==> src/rtl/window_actuator.sv <==
// Window motor actuator: edge-triggered open/close requests, reversal dead time,
// move timeout, latched fault. Optional auto-close enabled by WINDOW_AUTOCLOSE_EN.
module window_actuator #(
  parameter int MOVE_TIMEOUT = 1000,
  parameter int DEADTIME     = 4,
  parameter int AUTO_CLOSE   = 5000,
  parameter int CNT_W        = 16
) (
  input  logic clock,
  input  logic reset,
  input  logic window,
  input  logic close_cmd,
  input  logic limit_open,
  input  logic limit_closed,
  output logic motor_open,
  output logic motor_close,
  output logic is_open,
  output logic fault
);

  typedef enum logic [2:0] {
    S_CLOSED,
    S_DEAD,
    S_OPENING,
    S_OPEN,
    S_CLOSING,
    S_FAULT
  } state_t;

  localparam logic [CNT_W-1:0] DEAD_LAST = CNT_W'(DEADTIME - 1);
  localparam logic [CNT_W-1:0] MOVE_LAST = CNT_W'(MOVE_TIMEOUT - 1);
  localparam int CNT_NEED =
    (MOVE_TIMEOUT > AUTO_CLOSE) ? MOVE_TIMEOUT : AUTO_CLOSE;

  // the counter must reach the largest terminal count without wrapping
  if (((CNT_NEED - 1) >> CNT_W) != 0) begin : g_bad_cnt_w
    $error("CNT_W too small for MOVE_TIMEOUT/AUTO_CLOSE");
  end

`ifdef WINDOW_AUTOCLOSE_EN
  localparam logic [CNT_W-1:0] HOLD_LAST = CNT_W'(AUTO_CLOSE - 1);
`endif

  state_t           state_q;
  state_t           state_d;
  logic [CNT_W-1:0] cnt_q;
  logic [CNT_W-1:0] cnt_d;
  logic [CNT_W-1:0] cnt_inc;
  logic             tgt_open_q;
  logic             tgt_open_d;
  logic             window_q;
  logic             close_q;
  logic             open_req;
  logic             close_req;
  logic             open_go;
  logic             both_limits;

  // request edges and saturating counter increment
  always_comb begin
    open_req    = window & ~window_q;
    close_req   = close_cmd & ~close_q;
    open_go     = open_req & ~close_req;
    both_limits = limit_open & limit_closed;
    cnt_inc     = (cnt_q == '1) ? cnt_q : cnt_q + 1'b1;
  end

  // state, counter, direction target and edge detector registers
  always_ff @(posedge clock) begin
    if (!reset) begin
      state_q    <= S_CLOSED;
      cnt_q      <= '0;
      tgt_open_q <= 1'b0;
      window_q   <= 1'b0;
      close_q    <= 1'b0;
    end else begin
      state_q    <= state_d;
      cnt_q      <= cnt_d;
      tgt_open_q <= tgt_open_d;
      window_q   <= window;
      close_q    <= close_cmd;
    end
  end

  // next-state: limit beats request beats timeout while moving
  always_comb begin
    state_d    = state_q;
    cnt_d      = cnt_q;
    tgt_open_d = tgt_open_q;
    if (both_limits) begin
      state_d = S_FAULT;
      cnt_d   = '0;
    end else begin
      case (state_q)
        S_CLOSED: begin
          if (open_go) begin
            state_d    = S_DEAD;
            tgt_open_d = 1'b1;
            cnt_d      = '0;
          end
        end
        S_DEAD: begin
          if (close_req) begin
            tgt_open_d = 1'b0;
          end else if (open_go) begin
            tgt_open_d = 1'b1;
          end
          if (cnt_q == DEAD_LAST) begin
            state_d = tgt_open_d ? S_OPENING : S_CLOSING;
            cnt_d   = '0;
          end else begin
            cnt_d = cnt_inc;
          end
        end
        S_OPENING: begin
          if (limit_open) begin
            state_d = S_OPEN;
            cnt_d   = '0;
          end else if (close_req) begin
            state_d    = S_DEAD;
            tgt_open_d = 1'b0;
            cnt_d      = '0;
          end else if (cnt_q == MOVE_LAST) begin
            state_d = S_FAULT;
            cnt_d   = '0;
          end else begin
            cnt_d = cnt_inc;
          end
        end
        S_OPEN: begin
          if (close_req) begin
            state_d    = S_DEAD;
            tgt_open_d = 1'b0;
            cnt_d      = '0;
`ifdef WINDOW_AUTOCLOSE_EN
          end else if (open_req) begin
            cnt_d = '0;
          end else if (cnt_q == HOLD_LAST) begin
            state_d    = S_DEAD;
            tgt_open_d = 1'b0;
            cnt_d      = '0;
          end else begin
            cnt_d = cnt_inc;
`endif
          end
        end
        S_CLOSING: begin
          if (limit_closed) begin
            state_d = S_CLOSED;
            cnt_d   = '0;
          end else if (open_go) begin
            state_d    = S_DEAD;
            tgt_open_d = 1'b1;
            cnt_d      = '0;
          end else if (cnt_q == MOVE_LAST) begin
            state_d = S_FAULT;
            cnt_d   = '0;
          end else begin
            cnt_d = cnt_inc;
          end
        end
        S_FAULT: begin
          state_d = S_FAULT;
        end
        default: begin
          state_d = S_FAULT;
          cnt_d   = '0;
        end
      endcase
    end
  end

  // Moore outputs; one motor direction at most by construction
  always_comb begin
    motor_open  = 1'b0;
    motor_close = 1'b0;
    is_open     = 1'b0;
    fault       = 1'b0;
    case (state_q)
      S_OPENING: motor_open  = 1'b1;
      S_CLOSING: motor_close = 1'b1;
      S_OPEN:    is_open     = 1'b1;
      S_FAULT:   fault       = 1'b1;
      default:   ;
    endcase
  end

endmodule

==> config.mk <==
export PLATFORM = sky130hd
export DESIGN_NAME = window_actuator
export DESIGN_NICKNAME = d
export VERILOG_FILES = /design/src/rtl/window_actuator.sv
export SDC_FILE = /design/constraint.sdc
export NUM_CORES = 1
export LEC_CHECK = 0
export CORE_AREA = 2 2 53 55
export CTS_CLUSTER_DIAMETER = 100
export DETAILED_ROUTE_END_ITERATION = 10
export DIE_AREA = 0 0 55 57
export HOLD_SLACK_MARGIN = 0.02
export PLACE_DENSITY = 0.75
export SYNTH_ARGS = -nofsm -noshare
export SYNTH_HDL_FRONTEND = slang
export SYNTH_SLANG_ARGS = --single-unit
==> constraint.sdc <==
create_clock -name clock -period 2.3 [get_ports clock]
set_input_delay 0.46 -clock clock [delete_from_list [all_inputs] [get_ports clock]]
set_output_delay 0.46 -clock clock [all_outputs]
set_load 0.005 [all_outputs]
==> results.md, run 1 <==
* Status: finished, final reports clean
* Relative slew slack at about 68%
* Layout cell share with drive strength beyond 1 at roughly 13%
* Critical Path Slowest Stage Cell: dfxtp_1
* Power density of the placed cells at around 580 mW/mm^2
* Worst path cell trace: inv_1 > nor2_1 > clkdlybuf4s50_1
* Tcrit/Tclk final at 94.7%
* Initial antenna violation count at 0
* Post-layout instance area at approximately 0.0016 mm^2
* Hold Crit Start: cnt_q[1]
* Final Util at a little over three fifths
* Die Footprint at ~0.0031 mm^2
* Gpl congestion at approximately 0.89
* Final count of hold timing violations at 0
* Max-Cap Viols at 0
* LEAKAGE at 0.633 nW
* Slew at the pin with the worst max-slew slack at 0.479 ns
* Unrepaired setup endpoints after global routing: no
* Synth top area share at 31.7%
* Total track usage at a little under a quarter
* Drt total wl at between 3000 and 4000 um
* CTS tree: yes
* Final Power at 0.000943 W
* Async set or reset register ratio after synthesis at 0%
* Fill cells at 230
* Peak VDD IR at 0.000406 V
* Maximum root-to-sink buffer count at 2
* Post-route clock skew at 0.00943 ns
* Fin Hold WS at between 0.4 and 0.5 ns
* Resized cells post-CTS at 0
* DP Area at between 0.0015 and 0.002 mm^2
* Reg clk slew, reported paths at between 0.1 and 0.15 ns
* Mapped cell area at between 0.001 and 0.0015 mm^2
* CP endpoint kind: output pin
* Worst slack, placed at -0.00874 ns
* DR iter-0 viols at 50
* Worst-path fanout max at 10
* Worst EP arrival at 1.72 ns
* Crit path required time at between 1.5 and 2 ns
* GRT overflow at 0
* Max-slew violation count at 0
* Initial core utilization at a little over half
* Synth warn at 0
* Multi-input gate area at slightly below 900 um^2
* Fmax at ~0.46 GHz
* DR WL/cell at between 10 and 15 um
* Worst Setup Start Kind: flip-flop
* Crit Path Category: reg -> out
* Commonest cells post-synth: dfxtp_1, nor2_1, nand2_1, nand3_1, a21oi_1
* Post-CTS setup buffers at 0
* Worst flop-to-flop path startpoint: cnt_q[8]
* Largest stage delay, worst path at a little under 0.6 ns
* Fin crit period at approximately 2.2 ns
* Final setup vio count at 0
* Io pins at 10
* Final Worst Setup Slack at 0.121 ns
* Critical path buffers and inverters at 2
* Die X at approximately 55 um
* Largest cells by area after synthesis: dfxtp_1, xor2_1, nand3_1, nor2_1, and3_1
* Synth Area per Inst at 7.90 um^2
* Number of flops mapped to enable cells by yosys at 0
* Via count at about 1,400
* Worst Setup SP: state_q[0]
* 1st-pass router iterations at 4
* Core area at roughly 0.0026 mm^2
* Ant. Diodes at 0
* Post-synth top flop: dfxtp_1
* Count leader, synth: dfxtp_1
* FF+latch count, synth at 22
* Synth-to-Final Area Change at 17.6%
* Area leader, netlist: dfxtp_1
* Delay-heaviest family, CP: buffers and inverters
* Register area at between 400 and 500 um^2
* Die Ht at roughly 57 um
* # port buffers at 9
* Largest net degree at the start of global routing at 17
* Root buf cell: clkbuf_4
* First-pass GRT wire length at 5290 um
* Post-CTS Hold Buffers at 0
* Netlist cell types at 43
* NumNets Final at 204
* Vias in the first global route at between 1,000 and 1,500
* CTS Sinks at 22
* CTS HTree Levels at 1
* Antenna Nets Post-Route at 0
* Dpl hpwl at ~2400 um
* Via/cell ratio at roughly 6
* Sequential area share after synthesis at between 30% and 40%
* Core Rows at 19
* Synthesized instance count at roughly 180
* Net Count, Synth at roughly 180
* Worst-skew pair later-pin latency at approximately 0.31 ns
* Hold WC Path Type: reg -> reg
* R2r setup slk at around 0.24 ns
* CTS Buf Count at 3
* DR DRC count at 0
## layout by cell type (no fill, tap or decap), types with 5 or more instances in the layout
cell	n
a21oi_1	10
and3_1	9
buf_4	13
clkdlybuf4s50_1	9
dfxtp_1	22
inv_1	6
nand2_1	15
nand2b_1	5
nand3_1	13
nand4_1	6
nor2_1	17
nor3_1	6
o21ai_0	9
xor2_1	8
## flip-flops by register name, summed over array words and instances (netlist names)
signal / cells
close_q: 1
cnt_q: 16
state_q: 3
tgt_open_q: 1
window_q: 1
## cell families after synthesis
family,synth area share [%]
compound gates,20.5
xor+xnor,5.67
fa+ha+maj,0.900
buf+inv,4.41
flops,31.7
mux,2.16
simple gates,34.7
## layer usage
metal  vias up  part of all wire [%]  GRT usage, %
li1        677                     -             -
met1       632                    43          25.3
met2        47                    49          39.6
met3        10                   4.8          3.66
met4         0                   2.6          12.5
met5         -                     0             0
## path summary, 6_finish.rpt
check / end / depth (start not counted)
min reg2reg: cnt_q[1] / 2
min: cnt_q[1] / 2
max reg2reg: cnt_q[10] / 7
max: is_open / 3
## final cells by class
class	count	share of cell area, %
multi-input combinational	141	54.4
sequential	22	27.0
timing repair buffer	23	12.7
tap	31	2.37
clock buffer	4	2.22
inverter	6	1.38
## worst reg2reg max path: stages, from the launching register on
cell and delay (ns):
dfxtp_1 0.42, and3_1 0.24, nand4_1 0.16, or3_1 0.62
nand3_1 0.19, buf_4 0.14, a211oi_1 0.05, nor3_1 0.17
## through the flow
stage	setup TNS, ns	instances
finish	0	227
CTS	0	227
global route	0	227
global placement	0	223
detailed placement	-0.00874	223
floorplan	0	176
## power breakdown
part | leakage, nW | switching [W] | internal (W)
clock | 0.0210 | 0.000116 | 0.0000967
combinational | 0.433 | 0.000155 | 0.000142
sequential | 0.179 | 0.0000345 | 0.000399
(Power assumes the default switching activity.)
==> run 2: changes to the inputs <==
- ABC_AREA: not set -> 1
- CORE_AREA: 2 2 53 55 -> 2 2 55 57
- DIE_AREA: 0 0 55 57 -> 0 0 57 59
==> run 2 against run 1 <==
  * Total power increased by 3.2%
  * Largest cell class unchanged
  * Largest power group unchanged
  * Setup slack improved by 0.015 ns
  * Sequential cell count stayed put
  * Non-clock buffer count is 13 lower
  * Register-to-register slack improved by 0.37 ns
  * Combinational power grew 23%
  * Area after synthesis rose by 8.8%
  * Sequential share of layout area fell by 0.25 points
  * Cell area rose by 0.92%
==> results.md, run 2 <==
* CTS tree: yes
* Synthesized instance count at roughly 250
* Crit path required time at ~1.8 ns
* Reg with most FFs: cnt_q
* Max-slew violation count at 0
* Critical Path Slowest Stage Cell: clkdlybuf4s50_1
* Total track usage at around a fifth
* RR Endpoint: cnt_q[8]
* CTS HTree Levels at 1
* Unrepaired setup endpoints after global routing: no
* Register area at 440 um^2
* Via count at approximately 1,500
* Critical path buffers and inverters at 2
* Antenna Nets Post-Route at 0
* Max-Cap Viols at 0
* Layout cell share with drive strength beyond 1 at 8.88%
* Delay-heaviest family, CP: buffers and inverters
* Largest net degree at the start of global routing at 15
* Post-synth top flop: dfxtp_1
* Area leader, netlist: dfxtp_1
* Count leader, synth: nand2_1
* Final setup TNS at 0 ns
* DR DRC count at 0
* # port buffers at 9
* Core area at 0.00271 mm^2
* FF+latch count, synth at 22
* Async set or reset register ratio after synthesis at 0%
* Tcrit/Tclk final at 94.1%
* NumNets Final at ~270
* DR WL/cell at 11.1 um
* Maximum root-to-sink buffer count at 2
* Commonest cells post-synth: nand2_1, nor2_1, inv_1, dfxtp_1, nand3_1
* Netlist cell types at 31
* Dpl hpwl at between 2000 and 3000 um
* GRT overflow at 0
* Drt total wl at about 3200 um
* Slew at the pin with the worst max-slew slack at approximately 0.36 ns
* Root buf cell: clkbuf_4
* Synth Area per Inst at about 6.1 um^2
* Commonest cells after routing, fill and taps aside: nand2_1, nor2_1, inv_1, dfxtp_1, nand3_1
* Most common cell after layout, fill and taps aside: nand2_1
* Fin Hold WS at around 0.56 ns
* DR iter-0 viols at a little over 90
* Initial core utilization at about 56%
* Fill cells at about 260
* Status: finished, final reports clean
* Die Footprint at approximately 0.0034 mm^2
* Worst Setup SP: state_q[2]
* Final count of hold timing violations at 0
* CTS Buf Count at 3
* Ant. Diodes at 0
* Crit Path Category: reg -> out
* Worst path cell trace: nand3_1 > inv_1 > clkdlybuf4s50_1
* Worst flop-to-flop path startpoint: cnt_q[0]
* LEAKAGE at roughly 0.8 nW
* Peak VDD IR at between 0.0004 and 0.0005 V
* Via/cell ratio at 5.13
* Number of flops mapped to enable cells by yosys at 0
* First-pass GRT wire length at about 5600 um
* Reg clk slew, reported paths at ~0.11 ns
* Net Count, Synth at around 260
* Core Rows at 19
* CP Depth at 3
* CTS Sinks at 22
* Power density of the placed cells at around 590 mW/mm^2
* Relative slew slack at 75.7%
* Resized cells post-CTS at 0
* Initial antenna violation count at 0
* Worst Setup Start Kind: flip-flop
* Sequential area share after synthesis at roughly 29%
* Fin crit period at 2.16 ns
* Max reg flops at 16
* CP endpoint kind: output pin
* Synth top area share at between 20% and 30%
* Largest cells by area after synthesis: dfxtp_1, nand2_1, nor2_1, inv_1, nand3_1
* Fmax at about 0.46 GHz
* Post-CTS setup buffers at 0
* Post-route clock skew at roughly 0.0014 ns
* Vias in the first global route at approximately 1,300
* Worst EP arrival at ~1.7 ns
* Synth warn at 0
* Crit path capture: fault
* Gpl congestion at around 0.95
* R2r setup slk at between 0.6 and 0.7 ns
* Synth-to-Final Area Change at 9.02%
* Die Ht at approximately 59 um
* Post-CTS Hold Buffers at 0
* Largest stage delay, worst path at roughly 0.54 ns
* Die X at about 57 um
* 1st-pass router iterations at 4
* Largest registers: cnt_q: 16 flops, state_q: 3 flops
* Hold WC Path Type: reg -> reg
* Mapped cell area at ~0.0015 mm^2
* Worst-skew pair later-pin latency at 0.30 ns
* Worst Reg-to-Reg Cells at 10
* Final setup vio count at 0
* Io pins at 10
* Multi-input gate area at just over 900 um^2
* Worst-path fanout max at 8
-- run 2: final cells by class --
cell class | instances | area share, %
clock buffers | 3 | 1.37
inverters | 38 | 8.65
multi-input cells | 186 | 55.0
flip-flops and latches | 22 | 26.7
well taps | 31 | 2.35
repair buffers | 10 | 5.92
-- run 2: worst reg2reg max path: stages, from the launching register on --
cell	delay, ns
dfxtp_1	0.39
ha_1	0.23
nand3_1	0.16
nor2_2	0.23
nand4_4	0.19
nand2_4	0.15
inv_2	0.06
nand2_1	0.06
nand2_1	0.05
nand2_1	0.06
nor2_2	0.03
-- run 2: per-stage QoR --
step | util (%) | power [W] | area (um^2) | instances | worst slack, ns
6_report | 60.8 | 0.000974 | 1650 | 290 | 0.136
5_1_grt | 60.8 | 0.00105 | 1650 | 290 | 0.0548
4_1_cts | 60.8 | 0.000985 | 1650 | 290 | 0.126
3_5_place_dp | 60.0 | 0.000811 | 1630 | 287 | 0.139
3_3_place_gp | 60.0 | 0.000810 | 1630 | 287 | 0.175
2_1_floorplan | - | 0.000734 | 1510 | 248 | 0.806
-- run 2: where the power goes --
| part | internal (W) | total [W] | switching (W) |
|---|---|---|---|
| logic | 0.000134 | 0.000364 | 0.000230 |
| registers | 0.000407 | 0.000438 | 0.0000310 |
| clock network | 0.0000612 | 0.000172 | 0.000111 |
-- run 2: how the worst min path moves through the flow --
stage | from | to | slack (ns) | depth (start not counted)
floorplan | cnt_q[0] | cnt_q[0] | 0.51 | 2
global placement | tgt_open_q | tgt_open_q | 0.54 | 2
detailed placement | cnt_q[0] | cnt_q[0] | 0.54 | 2
CTS | cnt_q[0] | cnt_q[0] | 0.57 | 2
global route | cnt_q[9] | cnt_q[9] | 0.60 | 4
finish | cnt_q[0] | cnt_q[0] | 0.56 | 2
-- run 2: routing by layer --
metal	GRT usage [%]	share of wire (%)	vias to the layer above
met3	2.84	4.8	5
met1	29.9	49	651
met2	33.2	45	34
met5	0	0	-
met4	6.98	1.1	0
li1	-	-	797
-- run 2: kinds of logic (layout without fill, tap and decap cells) --
| logic type | count (synthesis) | in the layout | synth area share, % |
|---|---|---|---|
| xor gates and xnor gates | 2 | 2 | 1.16 |
| buffers and inverters | 40 | 51 | 10.9 |
| DFF | 22 | 22 | 29.1 |
| and+or+nand+nor | 161 | 161 | 49.6 |
| AOI/OAI and AO/OA | 22 | 22 | 8.35 |
| adders and majority gates | 1 | 1 | 0.827 |
==> run 3: changes to the inputs <==
- CORE_AREA: 2 2 55 57 -> 2 2 65 67
- DIE_AREA: 0 0 57 59 -> 0 0 67 69
- PLACE_DENSITY: 0.75 -> not set
==> run 3 against run 2 <==
  * Final cell count rose by 6.6%
  * Sequential cell count did not move
  * Clock skew rose by 0.0039 ns
  * Non-clock buffer count fell by 1
  * Via count fell by 1.5%
  * Wire length rose by 2.8%
  * First-iteration DRC count fell by 16%
  * Fmax rose by 0.44%
  * Combinational power fell by 1%
  * Clock power rose by 110%
==> results.md, run 3 (synthesized netlist as in run 2, its figures left out) <==
* 1st-pass router iterations at 4
* GRT overflow at 0
* Core Rows at 23
* Metal-1 WL at 1530 um
* DR iter-0 viols at 76
* Initial antenna violation count at 0
* CTS HTree Levels at 1
* Slew at the pin with the worst max-slew slack at 0.443 ns
* Tcrit/Tclk final at between 90 and 100%
* DP Area at approximately 0.0016 mm^2
* Max reg flops at 16
* Worst EP arrival at between 1.5 and 2 ns
* Drt total wl at between 3000 and 4000 um
* Hold WC Path Type: reg -> reg
* Worst-path fanout max at 8
* Reg clk slew, reported paths at around 0.080 ns
* First-pass GRT wire length at slightly below 6000 um
* Ant. Diodes at 0
* Fmax at roughly 0.46 GHz
* Critical path buffers and inverters at 2
* Largest stage delay, worst path at approximately 0.54 ns
* Die Ht at ~69 um
* Worst path cell trace: nand3_1 > inv_1 > clkdlybuf4s50_1
* Crit Path Category: reg -> out
* CTS Sinks at 22
* Worst slack, placed at roughly 0.13 ns
* Worst Setup Start Kind: flip-flop
* Crit path required time at 1.84 ns
* Io pins at 10
* DR DRC count at 0
* Post-route clock skew at roughly 0.0054 ns
* Root buf cell: clkbuf_8
* CTS tree: yes
* Final count of hold timing violations at 0
* Peak VDD IR at around 0.00035 V
* Post-CTS Hold Buffers at 0
* Post-CTS setup buffers at 0
* Commonest cells after routing, fill and taps aside: nand2_1, nor2_1, inv_1, dfxtp_1, nand3_1
* Vias in the first global route at 1,366
* Max-slew violation count at 0
* Final Power at between 0.001 and 0.0015 W
* Antenna Nets Post-Route at 0
* Resized cells post-CTS at 0
* Relative slew slack at a little over two thirds
* Maximum root-to-sink buffer count at 2
* Post-layout instance area at roughly 0.0017 mm^2
* Gpl congestion at 0.875
* Fin crit period at between 2 and 2.5 ns
* Final setup TNS at 0 ns
* Largest net degree at the start of global routing at 15
* Layout cell share with drive strength beyond 1 at roughly 8.9%
* Final Worst Setup Slack at around 0.15 ns
* Worst-skew pair later-pin latency at about 0.27 ns
* Delay-heaviest family, CP: buffers and inverters
* Die X at 67 um
* NumNets Final at ~270
* Status: finished, final reports clean
* LEAKAGE at around 0.82 nW
* Critical Path Slowest Stage Cell: clkdlybuf4s50_1
* Most common cell after layout, fill and taps aside: nand2_1
* Synth-to-Final Area Change at 13.3%
* Via count at 1,464
* Dpl hpwl at 2700 um
* Core area at 0.00391 mm^2
* Met2 wire length at 1670 um
* Top sig layer: met4
* Fin Hold WS at about 0.55 ns
* Die Footprint at ~0.0046 mm^2
* Unrepaired setup endpoints after global routing: no
* DR WL/cell at between 10 and 15 um
* Total track usage at 15.9%
* Initial core utilization at 38.7%
* WL met3 at roughly 100 um
* Final setup vio count at 0
* Via/cell ratio at around 4.7
* # port buffers at 9
* Largest registers: cnt_q: 16 flops, state_q: 3 flops
* Reg with most FFs: cnt_q
* Power density of the placed cells at between 600 and 700 mW/mm^2
* CTS Buf Count at 3
* CP endpoint kind: output pin
* Max-Cap Viols at 0
## run 3: final timing paths
path / start / to / slack, ns / depth (start not counted)
max: state_q[2] / fault / 0.15 / 3
min: cnt_q[1] / cnt_q[1] / 0.55 / 2
min reg2reg: cnt_q[1] / cnt_q[1] / 0.55 / 2
max reg2reg: cnt_q[0] / cnt_q[10] / 0.59 / 12
## run 3: cell type report
type | count | area (um^2)
Inverter | 38 | 143
Clock inverter | 1 | 30.0
Sequential cell | 22 | 440
Multi-Input combinational cell | 186 | 907
Tap cell | 50 | 62.6
Timing Repair Buffer | 9 | 90.1
Clock buffer | 3 | 41.3
Fill cell | 446 | 2200
## run 3: metal layers
| metal | global-route usage, % | vias to the layer above |
|---|---|---|
| met5 | 0 | - |
| met4 | 3.17 | 0 |
| met3 | 4.24 | 2 |
| met2 | 27.3 | 20 |
| met1 | 19.6 | 644 |
| li1 | - | 798 |
## run 3: report_power, final
| part | internal, W | switching, W | total [W] |
|---|---|---|---|
| clock | 0.000233 | 0.000132 | 0.000365 |
| sequential | 0.000406 | 0.0000321 | 0.000439 |
| combinational | 0.000126 | 0.000233 | 0.000359 |
## run 3: worst min-delay path, cell delays in order, from the launching register on
cell and delay [ns]:
dfxtp_1 0.33, nor2_1 0.13, nor3_2 0.05
## run 3: metrics by stage
step / utilization, % / std cells
2_1_floorplan: - / 248
5_1_grt: 43.8 / 309
3_3_place_gp: 42.0 / 305
3_5_place_dp: 42.0 / 305
6_report: 43.8 / 309
4_1_cts: 43.8 / 309
